**src/rtl/seq_chan_mux_pkg.sv**
```systemverilog
// seq_chan_mux shared types: FSM state and mode encodings.
// Optional drop-on-timeout feature: SEQ_CHAN_MUX_TIMEOUT_EN.
package seq_chan_mux_pkg;

  typedef enum logic {
    IDLE    = 1'b0,
    PRESENT = 1'b1
  } state_t;

  localparam logic MODE_MANUAL = 1'b0;
  localparam logic MODE_SCAN   = 1'b1;

endpackage

```
**src/rtl/seq_chan_mux_ptr.sv**
```systemverilog
// seq_chan_mux scan pointer: wrapping channel index.
// Advances by one per adv pulse, N-1 wraps to 0.
module seq_chan_mux_ptr #(
  parameter int N  = 4,
  parameter int SW = 2
) (
  input  logic          clk,
  input  logic          rst_n,
  input  logic          adv,
  output logic [SW-1:0] ptr
);

  always_ff @(posedge clk or negedge rst_n) begin
    if (!rst_n) begin
      ptr <= '0;
    end else if (adv) begin
      if (ptr == SW'(N - 1))
        ptr <= '0;
      else
        ptr <= ptr + 1'b1;
    end
  end

endmodule

```
**src/rtl/seq_chan_mux.sv**
```systemverilog
// seq_chan_mux: manual/round-robin channel selector with registered output.
// Define SEQ_CHAN_MUX_TIMEOUT_EN to drop words held longer than TIMEOUT.
module seq_chan_mux
  import seq_chan_mux_pkg::*;
#(
  parameter int W       = 8,
  parameter int N       = 4,
  parameter int TIMEOUT = 16,
  localparam int SW     = (N > 1) ? $clog2(N) : 1
) (
  input  logic           clk,
  input  logic           rst_n,
  input  logic [N*W-1:0] in_data,
  input  logic [N-1:0]   in_valid,
  input  logic           mode,
  input  logic [SW-1:0]  sel,
  output logic [W-1:0]   out_data,
  output logic [SW-1:0]  out_ch,
  output logic           out_valid,
  input  logic           out_ready
`ifdef SEQ_CHAN_MUX_TIMEOUT_EN
  ,
  output logic           out_drop
`endif
);

  state_t        state, nxt;
  logic [SW-1:0] ptr;
  logic [SW-1:0] idx;
  logic [W-1:0]  word;
  logic          hit;
  logic          cap;
  logic          adv;
  logic          mode_q;

  assign idx       = (mode == MODE_SCAN) ? ptr : sel;
  assign out_valid = (state == PRESENT);

  // An out-of-range manual sel matches no channel, so hit stays 0.
  always_comb begin
    word = '0;
    hit  = 1'b0;
    for (int k = 0; k < N; k++) begin
      if (idx == SW'(k)) begin
        word = in_data[k*W +: W];
        hit  = in_valid[k];
      end
    end
  end

  seq_chan_mux_ptr #(
    .N  (N),
    .SW (SW)
  ) u_ptr (
    .clk   (clk),
    .rst_n (rst_n),
    .adv   (adv),
    .ptr   (ptr)
  );

`ifdef SEQ_CHAN_MUX_TIMEOUT_EN
  localparam int CW = $clog2(TIMEOUT + 1);
  logic [CW-1:0] cnt;
  logic          expire;

  assign expire = !out_ready && (cnt == CW'(TIMEOUT - 1));

  always_ff @(posedge clk or negedge rst_n) begin
    if (!rst_n) begin
      cnt      <= '0;
      out_drop <= 1'b0;
    end else begin
      out_drop <= (state == PRESENT) && expire;
      if (cap)
        cnt <= '0;
      else if (state == PRESENT && !out_ready)
        cnt <= cnt + 1'b1;
    end
  end
`else
  logic expire;
  assign expire = 1'b0;
`endif

  always_comb begin
    nxt = state;
    cap = 1'b0;
    adv = 1'b0;
    unique case (state)
      IDLE: begin
        if (hit) begin
          nxt = PRESENT;
          cap = 1'b1;
        end else if (mode == MODE_SCAN) begin
          adv = 1'b1;
        end
      end
      PRESENT: begin
        // Transfer wins over an expiry landing on the same edge.
        if (out_ready || expire) begin
          nxt = IDLE;
          adv = (mode_q == MODE_SCAN);
        end
      end
      default: nxt = IDLE;
    endcase
  end

  always_ff @(posedge clk or negedge rst_n) begin
    if (!rst_n) begin
      state    <= IDLE;
      out_data <= '0;
      out_ch   <= '0;
      mode_q   <= MODE_MANUAL;
    end else begin
      state <= nxt;
      if (cap) begin
        out_data <= word;
        out_ch   <= idx;
        mode_q   <= mode;
      end
    end
  end

endmodule

```
**config.mk**
```make
export PLATFORM = sky130hd
export DESIGN_NAME = seq_chan_mux
export DESIGN_NICKNAME = d
export VERILOG_FILES = /design/src/rtl/seq_chan_mux_pkg.sv /design/src/rtl/seq_chan_mux_ptr.sv /design/src/rtl/seq_chan_mux.sv
export SDC_FILE = /design/constraint.sdc
export NUM_CORES = 1
export LEC_CHECK = 0
export BUFFER_PORTS_ARGS = -buffer_cell sky130_fd_sc_hd__buf_2
export CAP_MARGIN = 30
export CORE_UTILIZATION = 47
export DETAILED_ROUTE_END_ITERATION = 16
export GPL_TIMING_DRIVEN = 0
export HOLD_SLACK_MARGIN = 0.15
export MAX_ROUTING_LAYER = met4
export PLACE_DENSITY_LB_ADDON = 0.25
export REMOVE_ABC_BUFFERS = 1
export SLEW_MARGIN = 25
export SYNTH_ARGS = -nofsm -noshare
export SYNTH_HDL_FRONTEND = slang
export SYNTH_SLANG_ARGS = --single-unit
export TNS_END_PERCENT = 5
```
**constraint.sdc**
```tcl
create_clock -name clk -period 3.29 [get_ports clk]
set_clock_uncertainty 0.05 [all_clocks]
set_input_delay 0.329 -clock clk [delete_from_list [all_inputs] [get_ports clk]]
set_output_delay 0.329 -clock clk [all_outputs]
set_load 0.01 [all_outputs]
```
==> results of run 1 <==
[area by class of cell]
| type | instances | area, um^2 |
|---|---|---|
| Timing Repair Buffer | 54 | 278 |
| Sequential cell | 14 | 350 |
| Fill cell | 185 | 683 |
| Multi-Input combinational cell | 75 | 577 |
| Tap cell | 27 | 33.8 |
| Clock buffer | 4 | 36.3 |
| Inverter | 1 | 3.75 |
[sequential cells by signal (all words and copies together) (netlist names)]
signal and flops:
u_ptr.ptr 2, out_valid 1, out_data 8, mode_q 1
out_ch 2
[worst max-delay path by stage]
stage                                   from                  endpoint  slack [ns]  depth (start not counted)
detailed placement                      mode  u_ptr.ptr[1]$_DFFE_PN0P_        0.70                          6
CTS                 u_ptr.ptr[0]$_DFFE_PN0P_  u_ptr.ptr[1]$_DFFE_PN0P_        0.87                          5
finish              u_ptr.ptr[1]$_DFFE_PN0P_   out_data[2]$_DFFE_PN0P_        1.11                          5
floorplan           u_ptr.ptr[0]$_DFFE_PN0P_  u_ptr.ptr[0]$_DFFE_PN0P_        1.23                          5
global route        u_ptr.ptr[1]$_DFFE_PN0P_   out_data[2]$_DFFE_PN0P_        0.94                          5
global placement                        mode  u_ptr.ptr[1]$_DFFE_PN0P_        0.75                          6
[metrics by stage]
step	power (W)	hold WS, ns	instance area (um^2)	worst slack (ns)	util
after floorplan	0.000719	-0.0166	931	1.23	-
after detailed placement	0.000884	0.190	1220	0.703	0.624
final	0.00100	0.205	1280	1.11	0.652
after CTS	0.00101	0.194	1270	0.865	0.648
after global placement	0.000865	0.182	1220	0.747	0.624
after global routing	0.00109	0.195	1280	0.942	0.652
[cell usage after synthesis (all sizes together) (3+ instances only)]
library cell	instances	area [um^2]
a31oi	8	50.1
nand2	17	63.8
a21oi	4	23.8
a211oi	8	60.1
mux2	13	176
dfrtp	14	350
buf	3	37.5
and2	9	58.8
[layer usage]
layer  track usage  vias up  wire [um]
met5             -        -          0
met4        0.0500        0          0
met3        0.0453        0         94
met2         0.362       26       1050
met1         0.254      432        912
li1              -      458          -
[power groups by stage]
stage               Sequential (W)  Clock [W]  Combinational [W]
finish                    0.000328   0.000120           0.000553
global route              0.000341   0.000133           0.000614
CTS                       0.000329   0.000124           0.000556
detailed placement        0.000330          0           0.000554
global placement          0.000327          0           0.000539
floorplan                 0.000358          0           0.000362
[cells by family after synthesis]
logic type      share of synthesized area
compound gates                      0.179
flops                               0.359
mux                                 0.218
fa+ha+maj                          0.0128
buf+inv                            0.0500
simple gates                        0.181
[worst register-to-register path, stage by stage (launching register included)]
cell and delay [ns]:
dfrtp_1 0.46, mux2i_4 0.46, a21boi_2 0.12, o31ai_2 0.30, and2_4 0.32, mux2_2 0.36
==> impl_metrics.json, run 1 <==
{
  "ys.flop_type": "dfrtp_1",
  "drc_errors": 0,
  "worst_ir_drop_vdd_uv": 452,
  "diodes": 0,
  "min_to": "out_valid$_DFF_PN0_",
  "power_frac_seq": 0.328,
  "cp_max_fo": 17,
  "antenna_found_initial": 0,
  "critPathMaxStageDelay_ns": 0.46,
  "vias": 916,
  "via_per_inst": 5.23,
  "power_frac_comb": 0.552,
  "wl_per_cell_um": 11.8,
  "grt_first_pass_wirelength_mm": 3.24,
  "slew_headroom": 0.641,
  "maxCapViolCount": 0,
  "r2r_start": "u_ptr.ptr[1]$_DFFE_PN0P_",
  "tightest_slew_ns": 0.527,
  "p_int_w": 0.000633,
  "port_buffers": 52,
  "die_x_um": 47.6,
  "grt_pass1_vias": 795,
  "final_common_cell": "buf_2",
  "fin_crit_sh": 0.662,
  "synth_cells": 95,
  "cp_cell_sequence": "mux2i_4, a21boi_2, o31ai_2, and2_4, mux2_2",
  "outcome": "complete, no violations",
  "rows": 16,
  "cts_tree": "done",
  "grt_max_degree": 19,
  "ctsLongestPathBuffers": 2,
  "cts_resized": 0,
  "cp-end-kind": "register",
  "synthDistinctLibCells": 28,
  "setup_viol": 0,
  "overflow": 0,
  "synth.avg_cell_area_um2": 10.3,
  "synth_edf_count": 0,
  "ys_ff_latch": 14,
  "grt_usage": 0.211,
  "syn_to_final_growth_pct": 31.0,
  "leakage_nw": 0.615,
  "io_pins": 53,
  "finalHoldViolCount": 0,
  "placed_cells_incl_taps": 169,
  "drt_pre_antenna_iters": 2,
  "p_sw_w": 0.000368,
  "fin_crit_ns": 2.18,
  "path_delay_family": "multiplexers",
  "p_clk_frac": 0.120,
  "cts.sinks": 14,
  "synth_warnings": 0,
  "dieArea_um2": 2260,
  "hp-class": "primary input to register",
  "drtAntennaViolNets": 0,
  "hold_depth": 2,
  "rsz0062_at_grt": "no",
  "cp_num_buf_inv": 0,
  "hp-start": "out_ready",
  "worstReg2RegEnd": "out_data[2]$_DFFE_PN0P_",
  "ys_seq_area_frac": 0.359,
  "rrSetupSlack_ns": 1.11,
  "worstSetupPathType": "register to register",
  "clkTransAtPathRegs_ns": 0.08,
  "place.detailed.hpwl_mm": 1.55,
  "start_util": 0.497,
  "crit_path_top_delay_cell": "dfrtp_1",
  "start_kind": "register",
  "routed_wl_mm": 2.06,
  "synth-async-reset-ratio": 1.00,
  "worstSkewPairLatency_ns": 0.27,
  "root_buffer": "clkbuf_4",
  "nNetsFinal": 192,
  "powerDensity_nw_per_um2": 783,
  "drt_iter0_markers": 3,
  "worst-endpoint-arrival_ns": 2.29,
  "drive_gt1_frac": 0.514,
  "slew_violations": 0,
  "final_cell_mix": "52 x buf_2, 17 x nand2_1, 14 x dfrtp_1",
  "reg2reg_depth": 5,
  "numCtsBuffers": 3,
  "worstPathRequired_ns": 3.40,
  "hold_buffers": 1,
  "layout.cells.non_filler": 175,
  "htreeDepth": 1,
  "switching_share": 0.368,
  "coreArea_um2": 1960,
  "fp.dieH_um": 47.6,
  "post_cts_buffers": 0,
  "fin_setup_tns_ns": 0,
  "syn_area_um2": 976,
  "max_freq_mhz": 459,
  "place_congestion": 0.707
}
Power figures use the tool's default switching activity.
==> run 2, diff against run 1 <==
--- a/config.mk
+++ b/config.mk
@@ -5,9 +5,10 @@
 export SDC_FILE = /design/constraint.sdc
 export NUM_CORES = 1
 export LEC_CHECK = 0
+export ABC_AREA = 1
 export BUFFER_PORTS_ARGS = -buffer_cell sky130_fd_sc_hd__buf_2
 export CAP_MARGIN = 30
-export CORE_UTILIZATION = 47
+export CORE_UTILIZATION = 39
 export DETAILED_ROUTE_END_ITERATION = 16
 export GPL_TIMING_DRIVEN = 0
 export HOLD_SLACK_MARGIN = 0.15
==> constraint.sdc (replaced) <==
create_clock -name clk -period 2 [get_ports clk]
set_clock_uncertainty 0.05 [all_clocks]
set_input_delay 0.2 -clock clk [delete_from_list [all_inputs] [get_ports clk]]
set_output_delay 0.2 -clock clk [all_outputs]
set_load 0.01 [all_outputs]
==> run 2 against run 1 <==
  * Global-route usage decreased by 0.85 points
  * Cell count increased by 22%
  * Non-clock buffer count unchanged
  * Synthesized cell count increased by 36%
  * Core utilization decreased by 9.3 points
  * Area after synthesis decreased by 4.6%
  * Flip-flop and latch count unchanged
==> impl_metrics.json, run 2 <==
{
  "tightest_slew_ns": 0.531,
  "largestRegisters": "out_data (8), out_ch (2), u_ptr.ptr (2)",
  "place.detailed.hpwl_mm": 1.87,
  "nNetsFinal": 230,
  "final_cell_mix": "54 x nand2_1, 52 x buf_2, 14 x nand3_1, 14 x dfrtp_1, 13 x nand2_2",
  "largest_register_ffs": 8,
  "die_x_um": 50.9,
  "synth_most_common_cell": "nand2_1",
  "max_freq_mhz": 630,
  "grt_max_degree": 16,
  "slew_headroom": 0.645,
  "start_util": 0.417,
  "finalHoldViolCount": 0,
  "leakage_nw": 0.711,
  "root_buffer": "clkbuf_4",
  "outcome": "complete, no violations",
  "powerDensity_nw_per_um2": 1140,
  "rows": 17,
  "synth.avg_cell_area_um2": 7.22,
  "drtAntennaViolNets": 0,
  "clkTransAtPathRegs_ns": 0.07,
  "place_congestion": 0.733,
  "synthDistinctLibCells": 16,
  "ys_ff_latch": 14,
  "vias": 1003,
  "port_buffers": 52,
  "worst-endpoint-arrival_ns": 1.68,
  "dieArea_um2": 2590,
  "drive_gt1_frac": 0.416,
  "drc_errors": 0,
  "routed_wl_mm": 2.26,
  "synth.top_cell.area_share": 0.376,
  "wl_per_cell_um": 10.6,
  "grt_first_pass_wirelength_mm": 3.74,
  "drt_pre_antenna_iters": 4,
  "synth-async-reset-ratio": 1.00,
  "hp-class": "primary input to register",
  "htreeDepth": 1,
  "hold_depth": 5,
  "via_per_inst": 4.71,
  "ctsLongestPathBuffers": 2,
  "cts.sinks": 14,
  "cp_max_fo": 15,
  "worstSkewPairLatency_ns": 0.26,
  "numCtsBuffers": 3,
  "maxCapViolCount": 0,
  "grt_pass1_vias": 898,
  "synth_commonest_cells": "54 x nand2_1, 14 x dfrtp_1, 14 x nand3_1",
  "synth_warnings": 0,
  "fin_crit_ns": 1.59,
  "drt_iter0_markers": 20,
  "slew_violations": 0,
  "grt_usage": 0.203,
  "syn_area_um2": 931,
  "fin_area_um2": 1250,
  "worst_ir_drop_vdd_uv": 719,
  "multi_input_area_um2": 531,
  "syn_to_final_growth_pct": 34.1,
  "regArea_um2": 350,
  "reg2reg_depth": 10,
  "cp-end-kind": "register",
  "synth_edf_count": 0,
  "setup_viol": 0,
  "ys.flop_type": "dfrtp_1",
  "synth_top_area_cell": "dfrtp_1",
  "coreArea_um2": 2230,
  "cts_tree": "done",
  "overflow": 0,
  "yosys-top-cells-area": "dfrtp_1 38%, nand2_1 22%, nand2_2 8.7%",
  "antenna_found_initial": 0,
  "rsz0062_at_grt": "no",
  "final_common_cell": "nand2_1",
  "fin_setup_tns_ns": 0,
  "worstSetupPathType": "register to register",
  "start_kind": "register",
  "dpl_cell_area_um2": 1210,
  "io_pins": 53,
  "worstPathRequired_ns": 2.10,
  "top_register": "out_data",
  "diodes": 0,
  "fp.dieH_um": 50.9,
  "ys_seq_area_frac": 0.376,
  "fillers": 228,
  "synth_cells": 129,
  "fin_crit_sh": 0.793
}
## run 2: cell count changes in the layout (fill, tap and decap cells not counted), sizes merged, moves of 3 or more
cell / previous run / this run
nand2: 17 / 71
mux2: 13 / 0
nand3: 2 / 14
and2: 9 / 0
a211oi: 8 / 0
a31oi: 8 / 0
nand4: 0 / 8
inv: 1 / 7
nor2: 1 / 7
a21oi: 4 / 0
o21ai: 2 / 5
## run 2: logic make-up after synthesis
logic type | Yosys count | share of synthesized area
simple gates | 100 | 0.522
fa+ha+maj | 1 | 0.0134
compound gates | 5 | 0.0349
flops | 14 | 0.376
buf+inv | 9 | 0.0538
## run 2: routing by layer
layer	share of wire	GRT usage
met4	0.0040	0.0880
met2	0.46	0.322
met5	0	-
met1	0.48	0.254
met3	0.054	0.0357
## run 2: timing repair
item / 4_1_cts / 5_1_grt
resized for setup: 0 / 0
endpoints found under the hold margin: 15 / 0
setup buffers: 0 / 0
hold buffers: 2 / 0
endpoints found under the setup margin: 0 / 0
## run 2: final cells by class
cell class,count,share of cell area
Sequential cell,14,0.281
Clock buffer,3,0.0180
Tap cell,28,0.0281
Timing Repair Buffer,54,0.224
Multi-Input combinational cell,106,0.425
Inverter,8,0.0240
## run 2: through the flow
stage | instances | power, W | setup WS [ns] | hold slack, ns | utilization
3_3_place_gp | 208 | 0.00126 | 0.446 | 0.0506 | 0.540
5_1_grt | 213 | 0.00158 | 0.196 | 0.258 | 0.559
6_report | 213 | 0.00142 | 0.414 | 0.241 | 0.559
4_1_cts | 213 | 0.00145 | 0.388 | 0.231 | 0.559
2_1_floorplan | 128 | 0.00103 | 0.585 | -0.146 | -
3_5_place_dp | 208 | 0.00129 | 0.399 | 0.0563 | 0.540
## run 2: power breakdown
group          total, W  switching [W]  internal [W]
Clock          0.000146      0.0000761     0.0000695
Combinational  0.000766       0.000470      0.000296
Sequential     0.000512      0.0000930      0.000419
Total           0.00142       0.000639      0.000785
## run 2: path summary, 6_finish.rpt
kind | slack, ns | from | endpoint
min in group asynchronous | 0.29 | rst_n | out_data[2]$_DFFE_PN0P_
max | 0.41 | u_ptr.ptr[0]$_DFFE_PN0P_ | out_ch[1]$_DFFE_PN0P_
max in group asynchronous | 1.38 | rst_n | out_data[0]$_DFFE_PN0P_
max reg2reg | 0.41 | u_ptr.ptr[0]$_DFFE_PN0P_ | out_ch[1]$_DFFE_PN0P_
min | 0.24 | in_data[23] | out_data[7]$_DFFE_PN0P_
min reg2reg | 0.44 | mode_q$_DFFE_PN0P_ | mode_q$_DFFE_PN0P_
## run 2: critical path, cell delays in order, from the launching register on
cell and delay, ns:
dfrtp_1 0.42, inv_1 0.07, nand2_1 0.08, nand2_4 0.12
nand2_1 0.07, nor2_1 0.13, nor2_2 0.08, nand2_4 0.11
nand2_4 0.15, nand2_1 0.10, o21ai_0 0.08
==> run 3, diff against run 2 <==
--- a/config.mk
+++ b/config.mk
@@ -5,10 +5,10 @@
 export SDC_FILE = /design/constraint.sdc
 export NUM_CORES = 1
 export LEC_CHECK = 0
-export ABC_AREA = 1
+export ABC_AREA = 0
 export BUFFER_PORTS_ARGS = -buffer_cell sky130_fd_sc_hd__buf_2
 export CAP_MARGIN = 30
-export CORE_UTILIZATION = 39
+export CORE_UTILIZATION = 44
 export DETAILED_ROUTE_END_ITERATION = 16
 export GPL_TIMING_DRIVEN = 0
 export HOLD_SLACK_MARGIN = 0.15
==> constraint.sdc (replaced) <==
create_clock -name clk -period 1.6 [get_ports clk]
set_clock_uncertainty 0.05 [all_clocks]
set_input_delay 0.16 -clock clk [delete_from_list [all_inputs] [get_ports clk]]
set_output_delay 0.16 -clock clk [all_outputs]
set_load 0.01 [all_outputs]
==> run 3 against run 2 <==
  * The flow now finishes with violations (negative setup slack)
  * Wire length grew 2.2%
  * Hold slack better by 0.0084 ns
  * Sequential share of layout area decreased by 2.2 points
  * Highest routed layer unchanged
  * Critical path depth fell by 5
  * Fmax is 9.2% lower
==> impl_metrics.json, run 3 (synthesis results as in run 1) <==
{
  "leakage_nw": 0.653,
  "slew_headroom": 0.790,
  "antenna_found_initial": 0,
  "largestRegisters": "out_data (8), out_ch (2), u_ptr.ptr (2)",
  "drt_iter0_markers": 16,
  "worstSetupPathType": "register to register",
  "whs_ns": 0.250,
  "diodes": 0,
  "drc_errors": 0,
  "worst_ir_drop_vdd_uv": 909,
  "worstPathRequired_ns": 1.71,
  "maxCapViolCount": 0,
  "port_buffers": 52,
  "drt_pre_antenna_iters": 4,
  "cts.sinks": 14,
  "htreeDepth": 1,
  "outcome": "finished, violations left",
  "slew_violations": 0,
  "setup_viol": 12,
  "hp-class": "primary input to async pin",
  "largest_register_ffs": 8,
  "grt_usage": 0.217,
  "grt_pass1_vias": 904,
  "root_buffer": "clkbuf_4",
  "grt_first_pass_wirelength_mm": 3.85,
  "routed_wl_mm": 2.31,
  "die_x_um": 49.1,
  "fin_setup_tns_ns": -1.41,
  "wl_per_cell_um": 12.9,
  "nNetsFinal": 196,
  "vias": 945,
  "fin_crit_ns": 1.75,
  "max_freq_mhz": 572,
  "drtAntennaViolNets": 0,
  "clkTransAtPathRegs_ns": 0.08,
  "grt_max_degree": 18,
  "drive_gt1_frac": 0.566,
  "rows": 16,
  "tightest_slew_ns": 0.316,
  "syn_to_final_growth_pct": 40.0,
  "worstSkewPairLatency_ns": 0.27,
  "dieArea_um2": 2410,
  "overflow": 0,
  "violations": "negative setup slack",
  "start_kind": "register",
  "coreArea_um2": 2020,
  "via_per_inst": 5.28,
  "numCtsBuffers": 3,
  "top_register": "out_data",
  "fin_crit_sh": 1.09,
  "final_cell_mix": "52 x buf_2, 17 x nand2_1, 12 x dfrtp_1",
  "place_congestion": 0.737,
  "worst_slack_ns": -0.147,
  "final_common_cell": "buf_2",
  "powerDensity_nw_per_um2": 1640,
  "cp-end-kind": "register",
  "io_pins": 53,
  "worst-endpoint-arrival_ns": 1.86,
  "finalHoldViolCount": 0,
  "cts_tree": "done",
  "start_util": 0.483,
  "cp_max_fo": 6,
  "rsz0062_at_grt": "yes",
  "ctsLongestPathBuffers": 2,
  "total_power_w": 0.00224,
  "fp.dieH_um": 49.1
}
==> run 3: cell count changes in the layout (fill, tap and decap cells not counted), moves of 8 or more <==
cell / delta
a31oi_1: +8
nand3_1: -12
nand2_2: -13
mux2_4: +11
nand4_1: -8
nand2_1: -37
==> run 3: per-stage QoR <==
step           setup slack, ns  utilization  instance area, um^2  cells
6_report                -0.147        0.676                 1370    179
5_1_grt                 -0.212        0.676                 1370    179
4_1_cts                 -0.125        0.672                 1360    179
3_5_place_dp            -0.830        0.606                 1220    169
3_3_place_gp            -0.773        0.606                 1220    169
2_1_floorplan           -0.458            -                  931     90
==> run 3: report_power, final <==
part / total (W) / switching [W] / leakage [nW] / internal (W)
Combinational: 0.00131 / 0.000591 / 0.470 / 0.000720
Sequential: 0.000680 / 0.000133 / 0.161 / 0.000547
Clock: 0.000247 / 0.000109 / 0.0210 / 0.000138
Total: 0.00224 / 0.000832 / 0.653 / 0.00141
==> run 3: worst max-delay path, cell delays in order (launching register included) <==
cell      delay (ns)
dfrtp_2         0.45
mux2i_4         0.18
a21boi_2        0.09
o31ai_4         0.27
and2_4          0.28
mux2_4          0.31
==> run 3: timing repair <==
item / in CTS / in global routing
gates resized for setup: 14 / 2
setup endpoints to repair: 14 / 12
gates cloned: 1 / 0
endpoints found under the hold margin: 15 / 0
buffers inserted: 3 / 0
pin swaps: 4 / 2
hold buffers: 2 / 0
==> run 3: metal layers <==
metal / global-route usage / vias to the layer above / share of wire
met2: 0.372 / 34 / 0.50
met4: 0.0784 / 0 / 0.014
met1: 0.260 / 440 / 0.43
li1: - / 467 / -
met3: 0.0280 / 4 / 0.046
met5: - / - / 0
==> run 3: final timing paths <==
path | start | endpoint | slack (ns) | depth (start not counted)
max | u_ptr.ptr[1]$_DFFE_PN0P_ | out_data[6]$_DFFE_PN0P_ | -0.15 | 5
min | rst_n | out_data[4]$_DFFE_PN0P_ | 0.25 | 2
max reg2reg | u_ptr.ptr[1]$_DFFE_PN0P_ | out_data[6]$_DFFE_PN0P_ | -0.15 | 5
min reg2reg | out_data[6]$_DFFE_PN0P_ | out_data[6]$_DFFE_PN0P_ | 0.46 | 1
max in group asynchronous | rst_n | u_ptr.ptr[1]$_DFFE_PN0P_ | 0.99 | 2
min in group clk | in_data[5] | out_data[5]$_DFFE_PN0P_ | 0.27 | 4
==> run 3: area by class of cell <==
type | instances | area [um^2]
Timing Repair Buffer | 57 | 303
Tap cell | 27 | 33.8
Clock buffer | 4 | 36.3
Inverter | 1 | 3.75
Sequential cell | 14 | 353
Multi-Input combinational cell | 76 | 637
Fill cell | 178 | 656
